--- config.mk ---
export PLATFORM = sky130hd
export DESIGN_NAME = uart_tx_arbiter
export DESIGN_NICKNAME = d
export VERILOG_FILES = /design/src/rtl/uart_tx_arbiter.sv
export SDC_FILE = /design/constraint.sdc
export NUM_CORES = 1
export LEC_CHECK = 0
export ABC_AREA = 1
export BUFFER_PORTS_ARGS = -buffer_cell sky130_fd_sc_hd__buf_2
export CAP_MARGIN = 20
export CORE_ASPECT_RATIO = 1.75
export CORE_MARGIN = 1
export CORE_UTILIZATION = 55
export CTS_CLUSTER_DIAMETER = 30
export CTS_CLUSTER_SIZE = 20
export DETAILED_ROUTE_END_ITERATION = 10
export GPL_ROUTABILITY_DRIVEN = 0
export PLACE_DENSITY = 0.95
export SYNTH_ARGS = -nofsm -noshare
export SYNTH_HDL_FRONTEND = slang
export SYNTH_SLANG_ARGS = --single-unit
--- constraint.sdc ---
create_clock -name clk -period 3.87 [get_ports clk]
set_clock_uncertainty 0.2 [all_clocks]
set_input_delay 0.387 -clock clk [delete_from_list [all_inputs] [get_ports clk]]
set_output_delay 0.387 -clock clk [all_outputs]
set_load 0.02 [all_outputs]
--- src/rtl/uart_tx_arbiter.sv ---
// Round-robin arbiter that lets NUM_REQ byte producers share one UART transmitter.
// Issues a one-cycle start per granted byte, then follows tx_busy until the frame is done.
module uart_tx_arbiter #(
   parameter int NUM_REQ       = 4,
   parameter int GAP_CYCLES    = 0,
   parameter int START_TIMEOUT = 16
) (
   input  logic                       clk,
   input  logic                       rst,
   input  logic [NUM_REQ-1:0]         req_valid,
   input  logic [8*NUM_REQ-1:0]       req_data,
   output logic [NUM_REQ-1:0]         req_ready,
   output logic [7:0]                 tx_data,
   output logic                       tx_start,
   input  logic                       tx_busy,
   output logic [$clog2(NUM_REQ)-1:0] grant_id,
   output logic                       active,
   output logic                       err_timeout,
   output logic [15:0]                sent_count
);

   localparam int ID_W     = $clog2(NUM_REQ);
   localparam int CNT_MAX  = (START_TIMEOUT > GAP_CYCLES) ? START_TIMEOUT : GAP_CYCLES;
   localparam int CNT_W    = $clog2(CNT_MAX + 1);
   localparam int GAP_LAST = (GAP_CYCLES > 0) ? GAP_CYCLES - 1 : 0;

   localparam logic [CNT_W-1:0] TO_END  = CNT_W'(START_TIMEOUT - 1);
   localparam logic [CNT_W-1:0] GAP_END = CNT_W'(GAP_LAST);
   localparam logic [ID_W-1:0]  LAST_ID = ID_W'(NUM_REQ - 1);

   typedef enum logic [2:0] {
      IDLE,
      ISSUE,
      WAIT_BUSY,
      WAIT_DONE,
      GAP
   } state_t;

   // Where a finished (or abandoned) frame goes: straight back to IDLE when no gap is configured.
   localparam state_t AFTER_FRAME = (GAP_CYCLES > 0) ? GAP : IDLE;

   state_t            state_reg, state_next;
   logic [ID_W-1:0]   last_grant_reg, last_grant_next;
   logic [CNT_W-1:0]  cnt_reg, cnt_next;
   logic [7:0]        tx_data_reg, tx_data_next;
   logic              tx_start_reg, tx_start_next;
   logic [ID_W-1:0]   grant_id_reg, grant_id_next;
   logic [15:0]       sent_count_reg, sent_count_next;

   logic [7:0]        req_bytes [NUM_REQ];
   logic              found;
   logic [ID_W-1:0]   winner;
   logic [ID_W-1:0]   scan_idx;

   generate
      for (genvar gi = 0; gi < NUM_REQ; gi++) begin : g_unpack
         assign req_bytes[gi] = req_data[8*gi +: 8];
      end
   endgenerate

   // Search starts one past the last winner, so the most recent winner is checked last.
   always_comb begin
      found    = 1'b0;
      winner   = '0;
      scan_idx = '0;
      for (int i = 1; i <= NUM_REQ; i++) begin
         scan_idx = ID_W'((int'(last_grant_reg) + i) % NUM_REQ);
         if (!found && req_valid[scan_idx]) begin
            found  = 1'b1;
            winner = scan_idx;
         end
      end
   end

   always_comb begin
      state_next      = state_reg;
      last_grant_next = last_grant_reg;
      cnt_next        = cnt_reg;
      tx_data_next    = tx_data_reg;
      tx_start_next   = 1'b0;
      grant_id_next   = grant_id_reg;
      sent_count_next = sent_count_reg;
      req_ready       = '0;
      err_timeout     = 1'b0;

      unique case (state_reg)
         IDLE: begin
            if (found && !rst) begin
               req_ready[winner] = 1'b1;
               tx_data_next      = req_bytes[winner];
               grant_id_next     = winner;
               last_grant_next   = winner;
               tx_start_next     = 1'b1;
               state_next        = ISSUE;
            end
         end
         ISSUE: begin
            cnt_next   = '0;
            state_next = WAIT_BUSY;
         end
         WAIT_BUSY: begin
            if (tx_busy) begin
               state_next = WAIT_DONE;
            end else if (cnt_reg == TO_END) begin
               err_timeout = 1'b1;
               cnt_next    = '0;
               state_next  = AFTER_FRAME;
            end else begin
               cnt_next = cnt_reg + 1'b1;
            end
         end
         WAIT_DONE: begin
            if (!tx_busy) begin
               sent_count_next = sent_count_reg + 16'd1;
               cnt_next        = '0;
               state_next      = AFTER_FRAME;
            end
         end
         GAP: begin
            // tx_busy is deliberately not looked at here.
            if (cnt_reg == GAP_END) begin
               state_next = IDLE;
            end else begin
               cnt_next = cnt_reg + 1'b1;
            end
         end
         default: state_next = IDLE;
      endcase
   end

   always_ff @(posedge clk) begin
      if (rst) begin
         state_reg      <= IDLE;
         last_grant_reg <= LAST_ID;
         cnt_reg        <= '0;
         tx_data_reg    <= 8'h00;
         tx_start_reg   <= 1'b0;
         grant_id_reg   <= '0;
         sent_count_reg <= 16'd0;
      end else begin
         state_reg      <= state_next;
         last_grant_reg <= last_grant_next;
         cnt_reg        <= cnt_next;
         tx_data_reg    <= tx_data_next;
         tx_start_reg   <= tx_start_next;
         grant_id_reg   <= grant_id_next;
         sent_count_reg <= sent_count_next;
      end
   end

   assign tx_data    = tx_data_reg;
   assign tx_start   = tx_start_reg;
   assign grant_id   = grant_id_reg;
   assign sent_count = sent_count_reg;
   assign active     = (state_reg != IDLE);

endmodule

==> Yosys cells after proc, flatten, opt, wreduce, memory -nomap -nowiden <==
Index checks and enable logic that the tools add are counted.
{ "word_totals": {"reg_bits": 37, "input_bits": 39, "out_inout_bits": 33, "word_cells": 90} }
{ "op_classes": {"n_addsub": 6, "magnitude_cmp": 7, "eq_ne": 11, "mux": 38, "n_bitwise": 3, "n_reduce_logical": 18} }
{ "op_table": {"columns": ["op", "n"], "rows": [
  ["2-to-1 mux 5 bit", 4],
  ["one-hot mux 5 bit (4 select lines)", 1],
  ["adder 16 x 1 -> 16 bit (second input constant)", 1],
  ["binary-select mux 8 bit (select 2 bit)", 1],
  ["2-to-1 mux 8 bit", 2],
  ["< comparator 2 x 3 -> 1 bit (second input constant)", 5],
  ["2-to-1 mux 3 bit", 5],
  ["one-hot mux 3 bit (5 select lines)", 1],
  ["2-to-1 mux 1 bit", 13],
  ["inequality test 2 bit (second input constant)", 5],
  ["binary-select mux 1 bit (select 2 bit)", 4],
  ["2-to-1 mux 2 bit", 4],
  ["2-to-1 mux 4 bit", 2],
  ["AND reduction 4 bit", 2],
  ["equality test 3 x 2 -> 1 bit (second input constant)", 2],
  ["adder 5 x 1 -> 5 bit (second input constant)", 1],
  ["equality test 5 x 4 -> 1 bit (second input constant)", 1],
  ["logical AND 1 bit", 5],
  ["zero test 5 bit", 1],
  ["adder 2 x 1 -> 2 bit (second input constant)", 2],
  ["adder 2 bit (second input constant)", 2],
  ["zero test 1 bit", 4],
  ["AND reduction 2 bit", 2],
  ["nonzero test 4 bit", 1],
  ["11 further kinds", 12]
]} }

==> Longest topological paths before layout <==
{ "logic_depth": {"depth_word": 19, "ltp_mapped": 18, "ltp_nobuf": 15} }

==> Least setup slack after synthesis <==
OpenSTA, ideal clock, no wires.
{ "synth_path": {"kind": "reg2out", "start": "reg last_grant_reg[0]", "end": "out req_ready[1]", "t_arrival_ns": 1.764, "required_ns": 3.283, "setup_slack_ns": 1.519, "path_stages_with_launch": 17, "path_buffers": 3, "cell_sequence": "dfxtp_1 buf_6 inv_2 buf_6 nand2_2 nand2_2 nand2_1 nand2_1 inv_1 nand3_2 nand2_1 inv_1 nand2_4 inv_2 buf_6 nand2_1 nor2_1"} }
{ "synth_between": {"elab_chain_len": 19, "word_cells_on_any_way": 34, "classes_between": "add/sub: 4; order compare: 2; mux: 20; reduce/logical: 8"} }
{ "synth_lines": {"columns": ["item", "line_no", "text"], "rows": [
  ["start: declaration", "43", "logic [ID_W-1:0] last_grant_reg, last_grant_next;"],
  ["start signal: assignment", "142", "last_grant_reg <= last_grant_next;"],
  ["adder 2 x 1 -> 2 bit", "67", "scan_idx = ID_W'((int'(last_grant_reg) + i) % NUM_REQ);"],
  ["binary-select mux 1 bit (select 2 bit)", "68", "if (!found && req_valid[scan_idx]) begin"],
  ["2-to-1 mux 1 bit (not written as such)", "68", null],
  ["2-to-1 mux 1 bit", "68", null],
  ["zero test 1 bit", "68", null],
  ["logical AND 1 bit", "68", null],
  ["2-to-1 mux 1 bit", "68", null],
  ["zero test 1 bit", "68", null],
  ["[3 not listed]", null, null],
  ["logical AND 1 bit", "68", null],
  ["2-to-1 mux 2 bit", "68", null],
  ["< comparator 2 x 3 -> 1 bit (not written as such) or >= comparator 2 x 1 -> 1 bit (tied branches)", "89", "req_ready[winner] = 1'b1;"],
  ["logical AND 1 bit (not written as such)", "89", null],
  ["2-to-1 mux 1 bit (not written as such)", "89", null],
  ["demux 1 bit (select 2 bit)", "89", null],
  ["2-to-1 mux 4 bit *", "88", "if (found && !rst) begin"],
  ["2-to-1 mux 4 bit *", "86", "unique case (state_reg)"],
  ["end: declaration", "12", "output logic [NUM_REQ-1:0] req_ready,"]
]} }
Every way passes the cells marked *; elsewhere a longest branch is shown, timed or not. The select of a mux whose other input is x is not followed.

==> Worst setup path in the final report <==
{ "layout_path": {"start": "reg last_grant_reg[0]", "end": "out req_ready[0]"} }
The elaborated chain is that of the path after synthesis.

==> impl_metrics.py <==
metrics = {
    "run_status": {
        "status": "complete, no violations",
    },
    "die": {
        "dieHeight_microns": 86.8,
        "die_area_sq_um": 4380,
        "die_width_microns": 50.5,
        "design.core.area_sq_um": 3900,
        "fp-row-count": 30,
        "io_pins": 72,
        "initial_core_util": 0.579,
    },
    "timing": {
        "post-route-period-util": 0.852,
        "hold_violations": 0,
        "setup-tns-final_ps": 0,
        "rsz0062_at_grt": "no",
        "max_freq_mhz": 303,
        "setup_viol": 0,
        "maxSlewViolCount": 0,
        "post-route-min-period_ps": 3300,
        "slew_headroom": 0.567,
        "worstMarginPinSlew_ps": 647,
    },
    "global_route": {
        "grt_use_total": 0.264,
        "grt_overflow": 0,
        "grt_pass1_wl_mm": 8.91,
        "grt_antenna_before_repair": 0,
        "grt_pass1_vias": 2240,
        "grt_max_degree": 23,
    },
    "finish": {
        "final_cell_mix": "nand2_1 (87), buf_2 (71), inv_1 (66)",
        "design_area_sq_um": 2700,
        "layout_commonest_cell": "nand2_1",
        "largest_register_ffs": 16,
        "num_antenna_cells": 0,
        "drive_gt1_frac": 0.275,
        "fin_nets": 466,
        "syn2layout_area_growth_pct": 19.5,
    },
    "detailed_routing": {
        "totalWireLength_mm": 5.32,
        "dr_total_vias": 2395,
        "drcViolationCount": 0,
        "drt_pass1_iterations": 4,
        "avgRoutedWirePerCell_microns": 11.2,
        "viasPerCell": 5.05,
        "drt_iter0_markers": 46,
        "ant_nets": 0,
    },
    "logic_synthesis": {
        "syn_area_per_cell_sq_um": 6.31,
        "netlist_area_sq_um": 2260,
        "synth.top_cell.area_share": 0.319,
        "synthSimpleGateAreaFrac": 0.425,
        "synth_xor_area_frac": 0.00775,
        "yosysWarnings": 0,
        "synth_area_leaders": "dfxtp_1 (32%), nand2_1 (14%), inv_1 (11%), nand3_1 (10%), nand2_2 (5.0%)",
        "netlist_instances": 358,
        "synth_cell_type_count": 28,
        "synth_top_family_by_area": "simple AND/OR/NAND/NOR gates",
        "synth_mux_area_frac": 0,
        "synth_compound_area_frac": 0.0831,
        "yosys.area.top_type": "dfxtp_1",
        "syn_nets": 399,
        "ys_seq_area_frac": 0.319,
        "ys_seq_elements": 36,
        "synth_fa_ha_area_frac": 0.0111,
    },
    "clock_tree": {
        "cts_hold_buf": 0,
        "tritoncts": "yes",
        "clockBufferDepth": 2,
        "post_cts_resized": 0,
        "clk_pin_slew_ps": 80,
        "root_buffer": "clkbuf_8",
        "cts_setup_buffers": 0,
        "cts_num_sinks": 36,
        "cts_made_buffers": 5,
        "cts_max_level": 2,
        "clk_latency_ps": 290,
    },
    "power": {
        "power_density_nw_per_um2": 693,
        "leakagePower_uw": 0.00144,
        "power_uw": 1870,
        "irDropWorstVdd_mv": 0.602,
    },
    "setup_path": {
        "critical_path_class": "reg2out",
        "end_kind": "output pin",
        "cp-start-kind": "flip-flop",
        "worstPathRequired_ps": 3280,
        "critPathBufInv": 4,
        "slowest_stage": "nor2_1",
        "cp.arrival_ps": 2710,
        "cp_common_cell": "nand2_1",
        "worstPathCellList": "inv_2 -> nand2_1 -> nand2_1 -> nand2_1 -> nand2_1 -> inv_1 -> nand2_1 -> nor2_1 -> nor2_1 -> inv_1 -> nor2_1 -> buf_2",
        "cp_top_family": "simple AND/OR/NAND/NOR gates",
        "cp_max_fo": 11,
        "cp_slowest_stage_delay_ps": 510,
    },
    "job": {
        "drv_cap": 0,
    },
    "worst_hold_path": {
        "hold_path.class": "in2reg",
    },
    "place": {
        "numPortBuffers": 71,
        "hpwl_mm": 4.12,
        "placed_cell_area_sq_um": 2590,
    },
}
through the flow:
step	util	setup WS (ps)	hold slack [ps]	std cells
after global routing	0.692	322	221	474
final	0.692	574	205	474
after detailed placement	0.663	920	229	466
after CTS	0.692	594	199	474
after global placement	0.663	1030	226	466
after floorplan	-	1520	217	358
report_power, final:
part	switching [uW]	internal [uW]	total [uW]
Clock	138	191	329
Combinational	720	325	1040
Sequential	55.6	443	499
layer usage:
metal | wire length (microns) | GRT usage
met2 | 2810 | 0.492
met5 | 0 | 0
met4 | 184 | 0.152
met3 | 246 | 0.0456
met1 | 2080 | 0.266
cell usage after synthesis:
cell type	count
a211oi_1	1
a21oi_1	16
a221oi_1	1
a31oi_1	1
buf_2	2
buf_4	2
buf_6	3
buf_8	1
clkbuf_1	3
dfxtp_1	36
ha_1	2
inv_1	66
inv_2	4
nand2_1	87
nand2_2	18
nand2_4	3
nand3_1	45
nand3_2	6
nand4_1	2
nor2_1	27
nor2_2	3
nor2_4	1
nor3_1	5
nor3_2	2
nor3b_1	1
o21ai_0	17
or2_2	1
xor2_1	2
path summary, 6_finish.rpt:
path	startpoint	endpoint	slack [ps]	depth (start not counted)
max	last_grant_reg[0]	req_ready[0]	570	12
min	tx_busy	sent_count[2]	210	4
max reg2reg	last_grant_reg[0]	tx_data[7]	1120	14
min reg2reg	cnt_reg[4]	cnt_reg[4]	240	2
cell type report:
| class | instances | area [sq um] |
|---|---|---|
| Fill cell | 361 | 1200 |
| Timing Repair Buffer | 71 | 355 |
| Clock buffer | 5 | 68.8 |
| Clock inverter | 3 | 42.5 |
| Multi-Input combinational cell | 241 | 1190 |
| Inverter | 70 | 263 |
| Tap cell | 48 | 60.1 |
| Sequential cell | 36 | 721 |
worst reg2reg max path, cell delays in order, from the launching register on:
cell and delay [ps]:
dfxtp_1 390, inv_2 230, nand2_1 100, nand2_1 120, nand2_1 70, nand2_1 100, inv_1 70, nand2_1 70
nor2_1 40, nor2_1 510, inv_1 400, nand3_1 190, nand3_1 90, nand2_1 70, inv_1 30
kinds of logic (layout without fill, tap and decap cells):
group | after synthesis | count (layout)
and+or+nand+nor | 201 | 201
buffers and inverters | 81 | 149
AOI/OAI and AO/OA | 36 | 36
DFF | 36 | 36
adders and majority gates | 2 | 2
xor gates and xnor gates | 2 | 2
No activity file was read; power rests on OpenSTA's default activity.
